**config.mk**
```make
export PLATFORM = sky130hd
export DESIGN_NAME = seq_gen_param
export DESIGN_NICKNAME = d
export VERILOG_FILES = /design/src/rtl/seq_gen_param.sv
export SDC_FILE = /design/constraint.sdc
export NUM_CORES = 1
export LEC_CHECK = 0
export BUFFER_PORTS_ARGS = -buffer_cell sky130_fd_sc_hd__buf_2
export CAP_MARGIN = 10
export CORE_UTILIZATION = 28
export CTS_CLUSTER_SIZE = 10
export DETAILED_ROUTE_END_ITERATION = 6
export HOLD_SLACK_MARGIN = 0.02
export PLACE_DENSITY = 0.42
export SETUP_SLACK_MARGIN = 0.15
export SYNTH_ARGS = -nofsm -noshare
export SYNTH_HDL_FRONTEND = slang
export SYNTH_SLANG_ARGS = --single-unit
```
**constraint.sdc**
```tcl
create_clock -name clk -period 4.88 [get_ports clk]
set_clock_uncertainty 0.05 [all_clocks]
set_input_delay 0.488 -clock clk [delete_from_list [all_inputs] [get_ports clk]]
set_output_delay 0.488 -clock clk [all_outputs]
set_load 0.1 [all_outputs]
```
**src/rtl/seq_gen_param.sv**
```systemverilog
// Parametrised static-sequence generator: steps a SEQ_W-bit pattern every STEP_DIV clocks
// in one of four shift/rotate modes, stops after STEPS steps and sounds a buzzer.
module seq_gen_param #(
    parameter int SEQ_W    = 8,
    parameter int STEP_DIV = 100000000,
    parameter int STEPS    = 8,
    parameter int BUZZ_CYC = 50000000
) (
    input  logic             clk,
    input  logic             rst_n,
    input  logic             key_valid,
    input  logic [4:0]       key_code,
    input  logic [SEQ_W-1:0] pattern_init,
    output logic [SEQ_W-1:0] led,
    output logic             seq_out,
    output logic             busy,
    output logic             done,
    output logic             buzzer
);

    localparam int DIV_W  = $clog2(STEP_DIV);
    localparam int STEP_W = $clog2(STEPS + 1);
    localparam int BUZZ_W = $clog2(BUZZ_CYC + 1);

    localparam logic [DIV_W-1:0]  DIV_LAST   = DIV_W'(STEP_DIV - 1);
    localparam logic [STEP_W-1:0] STEPS_LAST = STEP_W'(STEPS - 1);
    localparam logic [BUZZ_W-1:0] BUZZ_LAST  = BUZZ_W'(BUZZ_CYC - 1);

    localparam logic [4:0] KEY_LOAD  = 5'd0;
    localparam logic [4:0] KEY_MODE  = 5'd12;
    localparam logic [4:0] KEY_STEP  = 5'd13;
    localparam logic [4:0] KEY_PAUSE = 5'd14;
    localparam logic [4:0] KEY_START = 5'd15;

    typedef enum logic [1:0] {
        M_ROL  = 2'd0,
        M_ROR  = 2'd1,
        M_SHL0 = 2'd2,
        M_SHR0 = 2'd3
    } mode_t;

    // Spare encodings of the 3-bit state fall into the default arm and recover to IDLE.
    typedef enum logic [2:0] {
        S_IDLE  = 3'd0,
        S_RUN   = 3'd1,
        S_PAUSE = 3'd2,
        S_DONE  = 3'd3
    } state_t;

    function automatic logic [SEQ_W-1:0] step_op(input mode_t m, input logic [SEQ_W-1:0] v);
        logic [SEQ_W-1:0] r;
        case (m)
            M_ROL:   r = {v[SEQ_W-2:0], v[SEQ_W-1]};
            M_ROR:   r = {v[0], v[SEQ_W-1:1]};
            M_SHL0:  r = {v[SEQ_W-2:0], 1'b0};
            M_SHR0:  r = {1'b0, v[SEQ_W-1:1]};
            default: r = v;
        endcase
        return r;
    endfunction

    function automatic mode_t next_mode(input mode_t m);
        mode_t r;
        case (m)
            M_ROL:   r = M_ROR;
            M_ROR:   r = M_SHL0;
            M_SHL0:  r = M_SHR0;
            M_SHR0:  r = M_ROL;
            default: r = M_ROL;
        endcase
        return r;
    endfunction

    state_t            state_r;
    mode_t             mode_r;
    logic [DIV_W-1:0]  div_cnt_r;
    logic [STEP_W-1:0] step_cnt_r;
    logic [BUZZ_W-1:0] buzz_cnt_r;

    logic [SEQ_W-1:0]  stepped_s;
    logic              tick_s;
    logic              key_load_s;
    logic              key_mode_s;
    logic              key_step_s;
    logic              key_pause_s;
    logic              key_start_s;

    // Key decode, divider terminal count and the pattern after one step in the current mode.
    always_comb begin
        stepped_s   = step_op(mode_r, led);
        tick_s      = (div_cnt_r == DIV_LAST);
        key_load_s  = key_valid && (key_code == KEY_LOAD);
        key_mode_s  = key_valid && (key_code == KEY_MODE);
        key_step_s  = key_valid && (key_code == KEY_STEP);
        key_pause_s = key_valid && (key_code == KEY_PAUSE);
        key_start_s = key_valid && (key_code == KEY_START);
    end

    // Main FSM; busy/done are updated on the same edge as every state change.
    always_ff @(posedge clk) begin
        if (!rst_n) begin
            state_r    <= S_IDLE;
            mode_r     <= M_ROL;
            led        <= pattern_init;
            div_cnt_r  <= {DIV_W{1'b0}};
            step_cnt_r <= {STEP_W{1'b0}};
            buzz_cnt_r <= {BUZZ_W{1'b0}};
            seq_out    <= 1'b0;
            busy       <= 1'b0;
            done       <= 1'b0;
            buzzer     <= 1'b0;
        end else if (key_load_s) begin
            state_r    <= S_IDLE;
            led        <= pattern_init;
            div_cnt_r  <= {DIV_W{1'b0}};
            step_cnt_r <= {STEP_W{1'b0}};
            busy       <= 1'b0;
            done       <= 1'b0;
            buzzer     <= 1'b0;
        end else begin
            case (state_r)
                S_IDLE: begin
                    if (key_mode_s) begin
                        mode_r <= next_mode(mode_r);
                    end else if (key_step_s) begin
                        led     <= stepped_s;
                        seq_out <= led[SEQ_W-1];
                    end else if (key_start_s) begin
                        state_r    <= S_RUN;
                        div_cnt_r  <= {DIV_W{1'b0}};
                        step_cnt_r <= {STEP_W{1'b0}};
                        busy       <= 1'b1;
                        done       <= 1'b0;
                    end
                end
                S_RUN: begin
                    // A pause on a tick edge discards the tick and leaves div_cnt at its last value.
                    if (key_pause_s) begin
                        state_r <= S_PAUSE;
                    end else if (tick_s) begin
                        div_cnt_r  <= {DIV_W{1'b0}};
                        led        <= stepped_s;
                        seq_out    <= led[SEQ_W-1];
                        step_cnt_r <= step_cnt_r + STEP_W'(1);
                        if (step_cnt_r == STEPS_LAST) begin
                            state_r    <= S_DONE;
                            busy       <= 1'b0;
                            done       <= 1'b1;
                            buzz_cnt_r <= {BUZZ_W{1'b0}};
                            buzzer     <= 1'b1;
                        end
                    end else begin
                        div_cnt_r <= div_cnt_r + DIV_W'(1);
                    end
                end
                S_PAUSE: begin
                    if (key_pause_s) begin
                        state_r <= S_RUN;
                    end
                end
                S_DONE: begin
                    if (key_start_s) begin
                        state_r    <= S_RUN;
                        div_cnt_r  <= {DIV_W{1'b0}};
                        step_cnt_r <= {STEP_W{1'b0}};
                        busy       <= 1'b1;
                        done       <= 1'b0;
                        buzzer     <= 1'b0;
                    end else if (buzzer) begin
                        if (buzz_cnt_r == BUZZ_LAST) begin
                            buzzer <= 1'b0;
                        end
                        buzz_cnt_r <= buzz_cnt_r + BUZZ_W'(1);
                    end
                end
                default: begin
                    state_r <= S_IDLE;
                    busy    <= 1'b0;
                    done    <= 1'b0;
                    buzzer  <= 1'b0;
                end
            endcase
        end
    end

endmodule

```
## After elaboration in Yosys (flattened, before gate mapping)

Index checks and enable logic that the tools add are counted.
W data, S select, Z words.

- Bits in latches: 0
- Output and inout port bits: 12
- Bits in read-only memories: 0
- RAM bits: 0
- Memories: 0
- Input port bits: 16
- Flip-flop bits (word level): 74

- Reductions and logical operators: 22
- Divide/modulo/power cells: 0
- Equality and inequality tests: 29
- Add/sub/neg operators: 3
- Shift-type cells: 0
- Multiply operators: 0
- Magnitude comparators: 0
- Muxes and demuxes: 58
- Bitwise gates (word level): 4

Operators with widths:

| cell | number |
|---|---|
| $mux W27 | 5 |
| $mux W26 | 5 |
| $pmux W27 S3 | 1 |
| $pmux W26 S2 | 1 |
| $mux W8 | 6 |
| $pmux W8 S4 | 1 |
| $add A27 B1 Y27 const B | 1 |
| $eq A27 B27 Y1 const B | 1 |
| $add A26 B1 Y26 const B | 1 |
| $eq A26 B26 Y1 const B | 1 |
| $mux W3 | 7 |
| $eq A5 B4 Y1 const B | 4 |
| $mux W4 | 5 |
| $mux W1 | 19 |
| $ne A2 B2 Y1 const B | 9 |
| $ne A4 B4 Y1 const B | 4 |
| $pmux W8 S2 | 1 |
| $reduce_and A5 Y1 | 3 |
| $pmux W3 S4 | 1 |
| $pmux W4 S3 | 1 |
| $reduce_and A6 Y1 | 2 |
| $pmux W1 S4 | 2 |
| $pmux W2 S4 | 1 |
| $reduce_and A4 Y1 | 2 |
| other kinds (20) | 32 |

## Logic depth before layout (Yosys ltp)

- Depth after elaboration: 7
- Gate-level depth with buffers: 10

## Worst setup path after synthesis

No wires, ideal clock.

- Path type: register to register
- Start: reg buzzer
- End: reg buzz_cnt_r[12]
- Setup slack: 2.385 ns
- Stages on the path, launching flop included: 6
- Path buffers: 1
- Arrival time: 2.371 ns
- Setup time: 0.074 ns
- Required time: 4.756 ns
- Period minus slack after synthesis: 2.495 ns
- Path through: dfxtp_1 -> o211ai_1 -> or3_1 -> clkbuf_1 -> or4_1 -> a31oi_1

- Word-level cells in the longest chain between the ends: 2

RTL lines:

| item | line | source |
|---|---|---|
| start: declaration | 18 | `output logic buzzer` |
| start signal: assignment | 111 | `buzzer <= 1'b0;` |
| start signal: assignment | 119 | `buzzer <= 1'b0;` |
| start signal: assignment | 150 | `buzzer <= 1'b1;` |
| $ne A2 B2 Y1 (no line) | - |  |
| $reduce_and A7 Y1 (no line) | - |  |
| end signal: assignment | 107 | `buzz_cnt_r <= {BUZZ_W{1'b0}};` |
| end signal: assignment | 149 | `buzz_cnt_r <= {BUZZ_W{1'b0}};` |
| end signal: assignment | 173 | `buzz_cnt_r <= buzz_cnt_r + BUZZ_W'(1);` |
| end: declaration | 78 | `logic [BUZZ_W-1:0] buzz_cnt_r;` |

No other way between the ends.
A chain may end at the register's enable or synchronous reset.

## Final worst setup path

- Start: reg state_r[1]
- End: reg buzz_cnt_r[4]

- Word-level cells in the longest chain between the ends: 3
- Elaborated cells on any way between the ends: 10
- Those cells by class: eq/ne: 7; mux: 1; reduce/logical: 2

RTL lines:

| item | line | source |
|---|---|---|
| start: declaration | 74 | `state_t state_r;` |
| start signal: assignment | 102 | `state_r <= S_IDLE;` |
| start signal: assignment | 113 | `state_r <= S_IDLE;` |
| start signal: assignment | 129 | `state_r <= S_RUN;` |
| $eq A3 B2 Y1 or $eq A3 B1 Y1 (tied branches) | 121 | `case (state_r)` |
| $ne A2 B2 Y1 (no line) or $reduce_bool A2 Y1 (tied branches) | - |  |
| $reduce_and A7 Y1 (no line) | - |  |

Parallel ways exist; a longest one is shown, timed or not.

==> impl_metrics.ini <==
[outcome]
outcome = completed

[critical_path]
cp_cell_sequence = inv_1, ha_1, inv_1, a21oi_2, nor2_2, a311oi_1
slowest_stage = a21oi_2
path_class = reg -> reg
crit_required_ns = 5.07
cp.arrival_ns = 3.19
r2r_slack_ns = 1.88
reg2reg_depth = 6
rr_endpoint = buzz_cnt_r[4]
crit_path_end_kind = flop
cp_common_cell = inv_1
reg2reg_from = state_r[1]
cpPeakStageDelay_ns = 0.82
path_buf_inv = 2
cpLargestDelayFamily = compound AO/OA/AOI/OAI gates
startpoint_type = flop
crit_fanout = 20

[hold_path]
holdPathEnd = led[7]
whs_path_depth = 3
min_from = pattern_init[7]
hold_path_class = in -> reg

[timing]
rsz0062_at_grt = no
tightest_slew_ns = 1.19
timing.slew.headroom_pct = 20.1
slew_viol_final = 0
fin_ws_ns = 1.88
period_share_pct = 61.5
max_freq_mhz = 333
timing.setup.tns_ns = 0
period_needed_ns = 3.00
setup_viol = 0
hold_viol = 0

[run]
max_cap_violations = 0

[route]
drt_iter0_drc = 282
via_count = 4053
first_pass_iters = 4
wl_per_cell_um = 16.9
drc = 0
antenna_left = 0
wl_um = 12100
routed_via_density = 5.64

[global_routing]
overflow = 0
antenna_found_initial = 0
first_global_vias = 3923
grt_pass1_wl_um = 20200
grt_usage_pct = 16.1
grt_start_max_net_pins = 26

[synth]
postSynth.asyncResetShare_pct = 0
synth_flop_cell = dfxtp_1
postSynthCellCount = 508
synth_top_family_by_area = simple AND/OR/NAND/NOR gates
synth-simple-area-share_pct = 27.3
syn-cell-area_mm2 = 0.00433
synth_compound_area_share_pct = 24.1
synth_edf_count = 8
synth_seq_cells = 73
synth_xor_xnor_area_share_pct = 4.05
syn_nets = 536
yosysWarningCount = 0
avgSynthCellArea_um2 = 8.52
yosysSeqAreaShare_pct = 35.6
ys_types = 72
synthMuxAreaShare_pct = 0.694
synthAdderAreaFrac_pct = 3.47

[floorplanning]
num_rows = 45
ioPinCount = 28
start_util_pct = 28.6
coreArea_mm2 = 0.0151
die_h_um = 126
die_x_um = 126
die-area_mm2 = 0.0160

[cells_and_area]
ff_latch_area_mm2 = 0.00154
stdcell_count = 718
fin_nets = 553
drive_above_1_share_pct = 13.8
areaGrowthSynthToFinish_pct = 12.9
n_fill_cell = 1597
antennaDiodeCount = 0
final_util_pct = 32.3
multiInputGateArea_mm2 = 0.00258

[power_and_ir_drop]
p_leak_nw = 1.56
powerDensity_mw_per_mm2 = 304
max-vdd-ir-drop_mv = 0.179

[clock_tree]
cts_made_buffers = 9
clock-sinks = 73
clk_pin_slew_worst_paths_ns = 0.06
clockRootBuffer = clkbuf_16
cts_max_level = 3
clk_latency_ns = 0.35
clk_path_buf_depth = 2
cts-hold-fix-buffers = 0
cts_resized = 0
cts_setup_buffers = 0
cts_tree = built

[placed_design]
dp_hpwl_um = 8310
detailedPlace.worstSlack_ns = 1.87
gp_congestion = 0.799
numPortBuffers = 27
dpl.cell_count = 702
[Yosys cell counts (all sizes together) (8+ instances only)]
| library cell | n | share of area [%] |
|---|---|---|
| edfxtp | 8 | 5.5 |
| a21oi | 24 | 2.9 |
| and3 | 8 | 1.2 |
| nor4 | 10 | 2.1 |
| clkbuf | 19 | 2.1 |
| ha | 12 | 3.5 |
| or3 | 8 | 1.2 |
| inv | 12 | 1.0 |
| a31oi | 19 | 2.7 |
| o2111ai | 9 | 1.8 |
| nand2 | 39 | 3.4 |
| nand4 | 14 | 2.0 |
| dfxtp | 65 | 30 |
| or4 | 11 | 2.1 |
| nand3 | 25 | 2.9 |
| a311oi | 8 | 1.6 |
| o21ai | 27 | 3.4 |
| nor3 | 14 | 1.6 |
| nor2 | 51 | 4.5 |
| xor2 | 18 | 3.6 |
[registers in the layout, indices dropped and copies added, names as in the netlist]
signal,flops
busy,1
buzz_cnt_r,26
buzzer,1
div_cnt_r,27
done,1
led,8
mode_r,2
seq_out,1
state_r,2
step_cnt_r,4
[worst min-delay path, cell delays in order]
cell	delay [ns]
buf_2	0.08
nand2_1	0.04
o21ai_0	0.05
[placed cells by master (no fill, tap or decap), drive strengths merged, types with 3 or more instances in the layout]
| cell type | n |
|---|---|
| nand3 | 25 |
| a31oi | 19 |
| nor3b | 3 |
| a21o | 5 |
| a41oi | 5 |
| o21ai | 27 |
| ha | 12 |
| and4 | 6 |
| and4b | 3 |
| a21oi | 24 |
| nor4 | 10 |
| o31ai | 7 |
| a221oi | 7 |
| edfxtp | 8 |
| o221a | 4 |
| nand3b | 6 |
| nand4 | 14 |
| buf | 33 |
| clkbuf | 13 |
| and3 | 8 |
| or4 | 11 |
| and2 | 4 |
| a311oi | 8 |
| nor3 | 14 |
| dfxtp | 65 |
| mux2i | 3 |
| o211ai | 7 |
| o2111ai | 9 |
| inv | 12 |
| o311ai | 5 |
| nand2 | 39 |
| xor2 | 18 |
| nor2 | 51 |
| a211oi | 5 |
| clkinv | 3 |
| or3 | 8 |
[metal layers]
metal / up-vias / wire length (um) / global-route usage, %
met3: 11 / 412 / 4.43
met2: 51 / 5740 / 26.8
met4: 0 / 109 / 4.11
met5: - / 0 / 0
li1: 2003 / - / -
met1: 1988 / 5880 / 20.4
[power by group]
group	leakage [nW]	internal (mW)	switching, mW
combinational	0.810	0.0434	0.139
sequential	0.601	0.617	0.00815
clock	0.150	0.422	0.257
[area by class of cell]
type | count | share of cell area [%]
multi-input cells | 395 | 52.8
inverters | 13 | 0.998
clock inverters | 3 | 0.819
clock buffers | 13 | 5.32
repair buffers | 33 | 3.69
flip-flops and latches | 73 | 31.5
well taps | 188 | 4.81
[through the flow]
stage / area (um2) / total power [mW] / hold WS [ns]
after floorplan: 4330 / 0.780 / 0.377
after global placement: 4590 / 0.820 / 0.416
after detailed placement: 4590 / 0.822 / 0.410
after CTS: 4890 / 1.51 / 0.368
after global routing: 4890 / 1.55 / 0.376
final: 4890 / 1.49 / 0.374
[cells by family after synthesis]
kind of cell | after synthesis
AOI/OAI and AO/OA | 146
xor gates and xnor gates | 20
adders and majority gates | 12
buffers and inverters | 40
DFF | 73
muxes | 3
and+or+nand+nor | 214
[how the worst max path moves through the flow]
stage          slack (ns)        endpoint        start  cells past startpoint
6_report             1.88   buzz_cnt_r[4]   state_r[1]                      6
5_1_grt              1.51   buzz_cnt_r[4]   state_r[1]                      6
4_1_cts              1.85   buzz_cnt_r[5]   state_r[1]                      6
3_5_place_dp         1.87   buzz_cnt_r[5]   state_r[1]                      6
3_3_place_gp         1.91   div_cnt_r[17]  key_code[4]                      6
2_1_floorplan        2.38  buzz_cnt_r[12]       buzzer                      5
Power figures use the tool's default switching activity.
